$ cat config.mk
export PLATFORM = sky130hd
export DESIGN_NAME = bin_down_counter
export DESIGN_NICKNAME = d
export VERILOG_FILES = /design/src/rtl/bin_down_counter_pkg.sv /design/src/rtl/down_count_core.sv /design/src/rtl/bin_down_counter.sv
export SDC_FILE = /design/constraint.sdc
export NUM_CORES = 1
export LEC_CHECK = 0
export ABC_AREA = 0
export BUFFER_PORTS_ARGS = -buffer_cell sky130_fd_sc_hd__buf_2
export CAP_MARGIN = 10
export CELL_PAD_IN_SITES_DETAIL_PLACEMENT = 0
export CELL_PAD_IN_SITES_GLOBAL_PLACEMENT = 1
export CORE_MARGIN = 5
export CORE_UTILIZATION = 40
export CTS_CLUSTER_SIZE = 8
export DETAILED_ROUTE_END_ITERATION = 8
export GPL_ROUTABILITY_DRIVEN = 0
export HOLD_SLACK_MARGIN = 0.05
export PLACE_DENSITY = 0.78
export SLEW_MARGIN = 15
export SYNTH_ARGS = -nofsm -noshare
export SYNTH_HDL_FRONTEND = slang
export SYNTH_SLANG_ARGS = --single-unit
$ cat constraint.sdc
create_clock -name clk -period 4.8 [get_ports clk]
set_clock_uncertainty 0.05 [all_clocks]
set_input_delay 0.48 -clock clk [delete_from_list [all_inputs] [get_ports clk]]
set_output_delay 0.48 -clock clk [all_outputs]
set_load 0.005 [all_outputs]
$ cat src/rtl/bin_down_counter_pkg.sv
// Shared definitions for the binary down counter: width default and FSM encoding.
package bin_down_counter_pkg;

  // Counter width used when the instantiating code does not override it.
  localparam int DEFAULT_WIDTH = 4;

  // Control FSM states. IDLE is the reset state; RUN means a count is in progress.
  typedef enum logic {
    IDLE = 1'b0,
    RUN  = 1'b1
  } state_t;

endpackage : bin_down_counter_pkg

$ cat src/rtl/down_count_core.sv
// Datapath for the binary down counter: count register, reload register,
// decrementer and the zero/one detectors the control FSM relies on.
module down_count_core
  import bin_down_counter_pkg::*;
#(
  parameter int WIDTH = DEFAULT_WIDTH
) (
  input  logic             clk,
  input  logic             reset,
  input  logic             load,          // parallel load of din into count and reload register
  input  logic [WIDTH-1:0] din,
  input  logic             dec,           // decrement count by one this edge
  input  logic             wrap,          // terminal edge in reload mode: count takes reload value
  output logic [WIDTH-1:0] count,
  output logic             count_is_one,
  output logic             din_is_zero
);

  logic [WIDTH-1:0] reload_q;
  logic [WIDTH-1:0] count_d;
  logic [WIDTH-1:0] reload_d;

  // Next-value selection: load beats wrap beats decrement beats hold.
  always_comb begin
    // NOTE: every always_comb output gets a default first, so no path can leave it unassigned and infer a latch.
    count_d  = count;
    reload_d = reload_q;
    if (load) begin
      count_d  = din;
      reload_d = din;
    end else if (wrap) begin
      count_d = reload_q;
    end else if (dec) begin
      count_d = count - WIDTH'(1);
    end
  end

  // Count and reload registers; reset clears both immediately.
  always_ff @(posedge clk or posedge reset) begin
    // NOTE: sequential state uses non-blocking assignments so every register samples pre-edge values.
    if (reset) begin
      count    <= '0;
      reload_q <= '0;
    end else begin
      count    <= count_d;
      reload_q <= reload_d;
    end
  end

  assign count_is_one = (count == WIDTH'(1));
  assign din_is_zero  = (din == '0);

endmodule : down_count_core

$ cat src/rtl/bin_down_counter.sv
// Binary down counter with parallel load, count enable and optional auto-reload.
// The top holds the IDLE/RUN control FSM and the terminal-count pulse register;
// the arithmetic lives in down_count_core.
module bin_down_counter
  import bin_down_counter_pkg::*;
#(
  parameter int WIDTH = DEFAULT_WIDTH
) (
  input  logic             clk,
  input  logic             reset,
  input  logic             load,
  input  logic [WIDTH-1:0] din,
  input  logic             en,
  input  logic             reload,
  output logic [WIDTH-1:0] count,
  output logic             busy,
  output logic             tc
);

  state_t state_q;
  state_t state_d;
  logic   tc_d;
  logic   dec;
  logic   wrap;
  logic   terminal;
  logic   count_is_one;
  logic   din_is_zero;

  down_count_core #(
    .WIDTH (WIDTH)
  ) u_core (
    .clk          (clk),
    .reset        (reset),
    .load         (load),
    .din          (din),
    .dec          (dec),
    .wrap         (wrap),
    .count        (count),
    .count_is_one (count_is_one),
    .din_is_zero  (din_is_zero)
  );

  // Next-state and datapath controls. Load overrides everything; counting
  // only happens in RUN, so an IDLE counter at zero can never wrap.
  always_comb begin
    state_d  = state_q;
    dec      = 1'b0;
    wrap     = 1'b0;
    terminal = 1'b0;
    tc_d     = 1'b0;
    if (load) begin
      state_d = din_is_zero ? IDLE : RUN;
    end else if (state_q == RUN && en) begin
      dec      = 1'b1;
      terminal = count_is_one;
      if (terminal) begin
        tc_d = 1'b1;
        if (reload) begin
          wrap = 1'b1;
        end else begin
          state_d = IDLE;
        end
      end
    end
  end

  // State and terminal-count pulse registers.
  always_ff @(posedge clk or posedge reset) begin
    if (reset) begin
      state_q <= IDLE;
      tc      <= 1'b0;
    end else begin
      state_q <= state_d;
      tc      <= tc_d;
    end
  end

  // busy is a direct decode of the state flop, so it is registered with no extra stage.
  assign busy = (state_q == RUN);

endmodule : bin_down_counter

=== Word level (Yosys, flattened, before mapping) ===
Cells that the tools add are included.

* $add $sub $neg: 1
* Multiplexer cells: 17
* Reductions and logical operators: 6
* Equality and inequality tests: 2

{| class="wikitable"
|+ Operators with widths
! cell !! number
|-
| 1-bit two-way mux || 14
|-
| 4-bit two-way mux || 3
|-
| 4-bit by 1-bit == test with 1-bit output, second input constant || 1
|-
| 4-bit zero test || 1
|-
| 2-bit nonzero test || 2
|-
| 4-bit by 1-bit subtractor with 4-bit output, second input constant || 1
|-
| 3-bit AND reduction || 1
|-
| 3-bit nonzero test || 1
|-
| 2-bit inequality test, second input constant || 1
|-
| 1-bit logical AND || 1
|}

* Logic and storage cells: 30
* Output and inout bits: 6
* Bits in registers: 10
* Input port bits: 9

=== Longest topological paths before layout ===
Gate-level depths: netlist of the first run.

* Depth after elaboration: 6
* Mapped depth: 5
* Gate-level depth less buffers: 5

=== Modules after synthesis ===
A second synthesis of the first run with hierarchy kept.

* Cells, all modules: 55
* Area total of the unflattened synthesis: 540.5 um2

{| class="wikitable"
|+ By module, submodules not included
! module !! seq. area each (um2) !! cells an instance !! times used !! area each (um2)
|-
| down_count_core || 200.2 || 46 || 1 || 439.2
|-
| bin_down_counter || 50.0 || 9 || 1 || 101.3
|}

=== Worst setup path before layout of the first run ===
OpenSTA, ideal clock, no wires.

* Path type: register to register
* Start point: register u_core.count[0]
* End point: register u_core.count[3]
* Arrival: 1.469 ns
* Setup slack: 3.195 ns
* Required time: 4.664 ns
* Setup time: 0.086 ns
* Stages on the path, launching flop included: 5
* Buffers on the path: 0
* Clock period less this slack: 1.605 ns
* Cells stage by stage: dfrtp_1 ha_1 and4bb_2 or4_1 o221ai_2

* Word-level cells in the longest chain between the ends: 6
* Elaborated cells between the ends (all ways): 9
* Classes of those cells: add/sub (1); eq/ne (1); mux (6); reduce/logical (1)

{| class="wikitable"
|+ RTL lines
! what !! RTL line !! text
|-
| start: declaration || down_count_core.sv:14 || <nowiki>output logic [WIDTH-1:0] count,</nowiki>
|-
| start signal: assignment || down_count_core.sv:45 || <nowiki>count <= count_d;</nowiki>
|-
| 4-bit by 1-bit == test with 1-bit output || down_count_core.sv:50 || <nowiki>assign count_is_one = (count == WIDTH'(1));</nowiki>
|-
| 1-bit two-way mux || bin_down_counter.sv:56 || <nowiki>if (terminal) begin</nowiki>
|-
| 1-bit two-way mux || bin_down_counter.sv:53 || <nowiki>end else if (state_q == RUN && en) begin</nowiki>
|-
| 1-bit two-way mux || bin_down_counter.sv:51 || <nowiki>if (load) begin</nowiki>
|-
| 4-bit two-way mux || down_count_core.sv:31 || <nowiki>end else if (wrap) begin</nowiki>
|-
| 4-bit two-way mux || down_count_core.sv:28 || <nowiki>if (load) begin</nowiki>
|}

Parallel ways exist; a longest one is shown, timed or not. The select of a mux whose other input is x is not followed.
A chain may end at the register's enable or synchronous reset.

=== Final worst setup path of the first run ===
Ends and elaborated chain as after synthesis.

==> out/results.ini, run 1 <==
[global_route]
grt-ovfl-total = 0
grt_max_degree = 20
grt_usage = 0.1307
antenna_found_initial = 0
grt_pass1_wl_mm = 2.049
grt_pass1_vias = 455

[synth]
synthMuxAreaShare = 0.09430
synth-simple-area-share = 0.2105
ys_top_cells_by_area = dfrtp_1, mux2_2, ha_1, mux2i_1, inv_1
yosys.area.top_type_share = 0.4386
synth-xor-area-share = 0
synth_seq_cells = 10
synth_top_family_by_area = simple AND/OR/NAND/NOR gates
synth_cells = 55
yosys.area_share.adder = 0.04386
synth.distinct_cells = 29
synth-compound-area-share = 0.1667
seq_area_frac_synth = 0.4386
yosysWarnings = 0
yosysTopAreaCell = dfrtp_1
syn-cell-area_um2 = 570.5
syn_nets = 66
postSynthAreaPerCell_um2 = 10.37

[die]
design.die.area_mm2 = 0.002282
start_util = 0.4330
die_x_um = 47.77
rows = 13
die_h_um = 47.77
core_mm2 = 0.001318
io-pin-count = 15

[placement]
placedCellCount = 82
dp_hpwl_um = 908.9
place_area_um2 = 651.9
port_buffers = 14

[power_and_ir_drop]
max-vdd-ir-drop_mv = 0.2019
power_density_mw_per_mm2 = 327.0
total_leakage_power_nw = 0.3131

[sta]
worst_pin_slew_ns = 0.3854
whs_ns = 0.1254
grt_setup_unrepaired = no
hold_viol_final = 0
period_needed_ns = 1.669
fin_setup_tns_ns = 0
finalCritPeriodShare = 0.3477
slew_viol_final = 0
maxSlewHeadroom = 0.7428
max_freq_mhz = 599.1
finalSetupViolations = 0

[detailed_routing]
viasPerCell = 5.616
drtIter0Drc = 7
first_pass_iters = 4
post_drt_wl_per_cell_um = 14.05
drt-total-wl_mm = 1.208
drc = 0
vias = 483
ant_nets = 0

[job]
max_cap_viol_count = 0

[layout]
nFillCells = 123
antenna_cells = 0
final_cells = 86
fin_area_um2 = 688.2
mostFrequentLayoutCells = buf_2, dfrtp_1, inv_1
fin_nets = 83
final_common_cell = buf_2
drive_gt1_frac = 0.3662
synthToLayoutAreaGrowth_pct = 20.61
post-route-util = 0.5223

[outcome]
status = complete, no violations

[critical_path]
arrival_ns = 1.81
critPathRequiredTime_ns = 4.94
worst_setup_path_start_kind = register
critPathCaptureType = register
crit_type = register to register
crit_fanout = 6

[clocking]
clkSlewWorstSetupHoldPaths_ns = 0.07
cts_hold_buf = 0
cts_tree = yes
cts_setup_buffers = 0
ctsRootBufferMaster = clkbuf_4
ctsResizeCount = 0
htreeDepth = 1
ctsLongestPathBuffers = 2
cts_buffers = 3
clkLatencyLatePin_ns = 0.27
cts_sinks = 10

[hold_path]
hold_class = input port to async pin

-- where the power goes --
| group | internal, mW | switching, mW |
|---|---|---|
| clock network | 0.0461 | 0.0299 |
| registers | 0.0935 | 0.00891 |
| logic | 0.0238 | 0.0228 |
-- worst max-delay path, cell delays in order, from the launching register on --
cell and delay, ns:
dfrtp_1 0.41, ha_1 0.21, and4bb_2 0.27, or4_1 0.50
o221ai_2 0.14
-- through the flow --
| stage | setup slack, ns | total power, mW |
|---|---|---|
| 5_1_grt | 3.047 | 0.2406 |
| 2_1_floorplan | 3.195 | 0.1332 |
| 4_1_cts | 3.123 | 0.2291 |
| 3_3_place_gp | 3.148 | 0.1509 |
| 6_report | 3.131 | 0.2251 |
| 3_5_place_dp | 3.137 | 0.1511 |
-- path summary, 6_finish.rpt --
kind                                           startpoint                             end  slack [ns]  cells past startpoint
max                           u_core.count[0]$_DFFE_PP0P_     u_core.count[3]$_DFFE_PP0P_        3.13                      4
min                                                 reset                    tc$_DFF_PP0_        0.13                      2
max reg2reg                   u_core.count[0]$_DFFE_PP0P_     u_core.count[3]$_DFFE_PP0P_        3.13                      4
min reg2reg                u_core.reload_q[3]$_DFFE_PP0P_  u_core.reload_q[3]$_DFFE_PP0P_        0.46                      1
max in group asynchronous                           reset  u_core.reload_q[2]$_DFFE_PP0P_        4.30                      2
min in group clk                                   din[1]                busy$_DFFE_PP0P_        0.41                      3
-- routing by layer --
metal  global-route usage  vias to the layer above  routed length, um
li1                     -                      235                  -
met1               0.1716                      228                523
met2               0.1953                       20                573
met3              0.06015                        0                111
met4              0.03226                        0                  0
met5                    0                        -                  0
-- kinds of logic (layout without fill, tap and decap cells) --
group | Yosys count | in the layout
AND/OR/NAND/NOR | 18 | 18
AO/OA/AOI/OAI | 13 | 13
flip-flops | 10 | 10
buffers and inverters | 7 | 23
multiplexers | 5 | 5
adder cells (fa/ha/maj) | 2 | 2
-- area by class of cell --
| type | instances | area [um^2] | share of cell area |
|---|---|---|---|
| Clock buffer | 4 | 36.28 | 0.05273 |
| Tap cell | 15 | 18.77 | 0.02727 |
| Timing Repair Buffer | 14 | 70.07 | 0.1018 |
| Sequential cell | 10 | 250.2 | 0.3636 |
| Multi-Input combinational cell | 38 | 294.0 | 0.4273 |
| Inverter | 5 | 18.77 | 0.02727 |
-- synthesized netlist by cell type (all sizes together) --
cell / number
a211oi: 1
a21oi: 1
a22oi: 2
a31o: 1
and3: 1
and4bb: 1
buf: 1
clkbuf: 1
dfrtp: 10
ha: 2
inv: 5
mux2: 3
mux2i: 2
nand2: 3
nand2b: 1
nand3b: 2
nand4: 1
nor2: 1
nor2b: 1
nor4b: 1
o211ai: 2
o21ai: 4
o221ai: 1
o41ai: 1
or2: 2
or3: 1
or3b: 2
or4: 1
-- state kept, by name, indices dropped and copies added (netlist names) --
signal and count:
busy 1, tc 1, u_core.reload_q 4, u_core.count 4
Power figures use the tool's default switching activity.
==> inputs of run 2 (changes only) <==
- CORE_UTILIZATION: 40 -> 37
- PLACE_DENSITY: 0.78 -> 0.73
- clock period: 4.8 -> 1.7 ns (I/O delays scaled with it)
==> out/results.ini, run 2 (synthesis gave the netlist of run 1 again) <==
[global_route]
grt_max_degree = 20  ; unchanged
grtUsageMet3 = 0.03976  ; -0.02040
grt_pass1_vias = 465  ; +2.2%
grt-ovfl-total = 0  ; unchanged
grt_usage = 0.1142  ; -0.01656
grt_pass1_wl_mm = 2.152  ; +5.0%
grtUsageMet1 = 0.1660  ; -0.005580
gr-usage-met2 = 0.1459  ; -0.04933
top_usage_layer = met1
antenna_found_initial = 0  ; unchanged

[critical_path]
arrival_ns = 1.74  ; -0.07 ns
crit_type = register to register
worst_setup_path_start_kind = register
critPathRequiredTime_ns = 1.84  ; -3.10 ns
critPathCaptureType = register
crit_slowest_cell = or4_1
crit_chain = ha_1 > and4bb_2 > or4_1 > o221ai_2
crit_fanout = 6  ; unchanged
reg2reg_slack_ns = 0.10  ; -3.03 ns
r2r_start = u_core.count[0]$_DFFE_PP0P_
critPathLaunch = u_core.count[0]$_DFFE_PP0P_
critPathMaxStageDelay_ns = 0.49  ; about the same

[sta]
finalCritPeriodShare = 0.9402  ; +0.5925
maxSlewHeadroom = 0.7403  ; -0.002521
slew_viol_final = 0  ; unchanged
timing.final.ws_setup_ns = 0.1017  ; -3.029 ns
fin_setup_tns_ns = 0  ; unchanged
max_freq_mhz = 625.7  ; +4.4%
whs_ns = 0.1141  ; -0.01132 ns
hold_viol_final = 0  ; unchanged
period_needed_ns = 1.598  ; -0.07073 ns
grt_setup_unrepaired = no
worst_pin_slew_ns = 0.3892  ; +0.003778 ns
finalSetupViolations = 0  ; unchanged

[die]
core_mm2 = 0.001489  ; +13%
die_x_um = 49.27  ; +3.2%
rows = 14  ; +1
die_h_um = 49.27  ; +3.2%
io-pin-count = 15  ; unchanged
design.die.area_mm2 = 0.002428  ; +6.4%
start_util = 0.3832  ; -0.04986

[power_and_ir_drop]
p_total_mw = 0.6590  ; +190%
seq_power_share = 0.428  ; -0.027
total_leakage_power_nw = 0.3387  ; +8.2%
internal_power_mw = 0.4791  ; +190%
max-vdd-ir-drop_mv = 0.5143  ; +150%
p_sw_mw = 0.1799  ; +190%
sw_frac_of_total = 0.2730  ; -0.0009945
power_density_mw_per_mm2 = 897.3  ; +170%
p_clk_frac = 0.325  ; -0.013
p_comb_frac = 0.247  ; +0.040

[clocking]
cts_tree = yes
htreeDepth = 1  ; unchanged
ctsRootBufferMaster = clkbuf_4
cts_buffers = 3  ; unchanged
ctsLongestPathBuffers = 2  ; unchanged
clkLatencyLatePin_ns = 0.27  ; about the same
cts_sinks = 10  ; unchanged
clkSlewWorstSetupHoldPaths_ns = 0.07  ; about the same

[placement]
dp_hpwl_um = 983.4  ; +8.2%
pre_cts_ws_ns = 0.07345  ; -3.063 ns
port_buffers = 14  ; unchanged
place_area_um2 = 675.6  ; +3.6%

[layout]
drive_gt1_frac = 0.4079  ; +0.04170
fin_area_um2 = 734.5  ; +6.7%
synthToLayoutAreaGrowth_pct = 28.73
largest_registers = u_core.count (4), u_core.reload_q (4)
fin_nets = 88  ; +6.0%
mostFrequentLayoutCells = buf_2, dfrtp_1, inv_1
nFillCells = 146  ; +19%
antenna_cells = 0  ; unchanged
final_common_cell = buf_2

[hold_path]
hold_class = input port to register
min_from = din[1]

[detailed_routing]
drt-total-wl_mm = 1.283  ; +6.2%
drtIter0Drc = 12  ; +5
first_pass_iters = 5  ; +1
drc = 0  ; unchanged
post_drt_wl_per_cell_um = 13.95  ; -0.72%
viasPerCell = 5.315  ; -5.4%
ant_nets = 0  ; unchanged
vias = 489  ; +1.2%

[outcome]
status = complete, no violations

[job]
max_cap_viol_count = 0  ; unchanged

==> run 2: power groups by stage <==
stage | logic, mW | clock network [mW] | registers, mW
after floorplan | 0.0863 | 0 | 0.290
after global placement | 0.156 | 0 | 0.286
after detailed placement | 0.158 | 0 | 0.286
after CTS | 0.160 | 0.221 | 0.282
after global routing | 0.181 | 0.235 | 0.286
final | 0.163 | 0.214 | 0.282
==> run 2: final timing paths <==
kind                                                  end  cells after the start
max in group asynchronous     u_core.count[2]$_DFFE_PP0P_                      3
max                           u_core.count[3]$_DFFE_PP0P_                      4
min                                      busy$_DFFE_PP0P_                      3
min reg2reg                u_core.reload_q[3]$_DFFE_PP0P_                      1
min in group asynchronous                    tc$_DFF_PP0_                      3
max reg2reg                   u_core.count[3]$_DFFE_PP0P_                      4
==> run 2: final cells by class <==
cell class              instances  area (um^2)  share of cell area
clock buffers                   4        36.28             0.04940
flip-flops and latches         10        250.2              0.3407
multi-input cells              38        299.0              0.4072
inverters                       5        18.77             0.02555
repair buffers                 19        110.1              0.1499
well taps                      16        20.02             0.02726
==> run 2: metrics by stage <==
step	instances	utilization
after floorplan	55	-
after global placement	86	0.4538
after detailed placement	86	0.4538
after CTS	91	0.4849
after global routing	92	0.4933
final	92	0.4933
==> run 2: repair_timing <==
item                       4_1_cts  5_1_grt
hold buffers                     1        0
setup endpoints to repair        0        1
hold endpoints to repair        10        0
setup buffers                    0        1
resized for setup                0        1
==> run 2: worst max-delay path: cells and delay by family (launching register included) <==
kind,cells,cell delay (ns)
compound gates,1,0.13
fa+ha+maj,1,0.21
flops,1,0.39
simple gates,2,0.75
==> run 2: metal layers <==
layer	routed length, um	part of all wire
met1	638	0.50
met2	546	0.43
met3	82	0.064
met4	16	0.012
met5	0	0
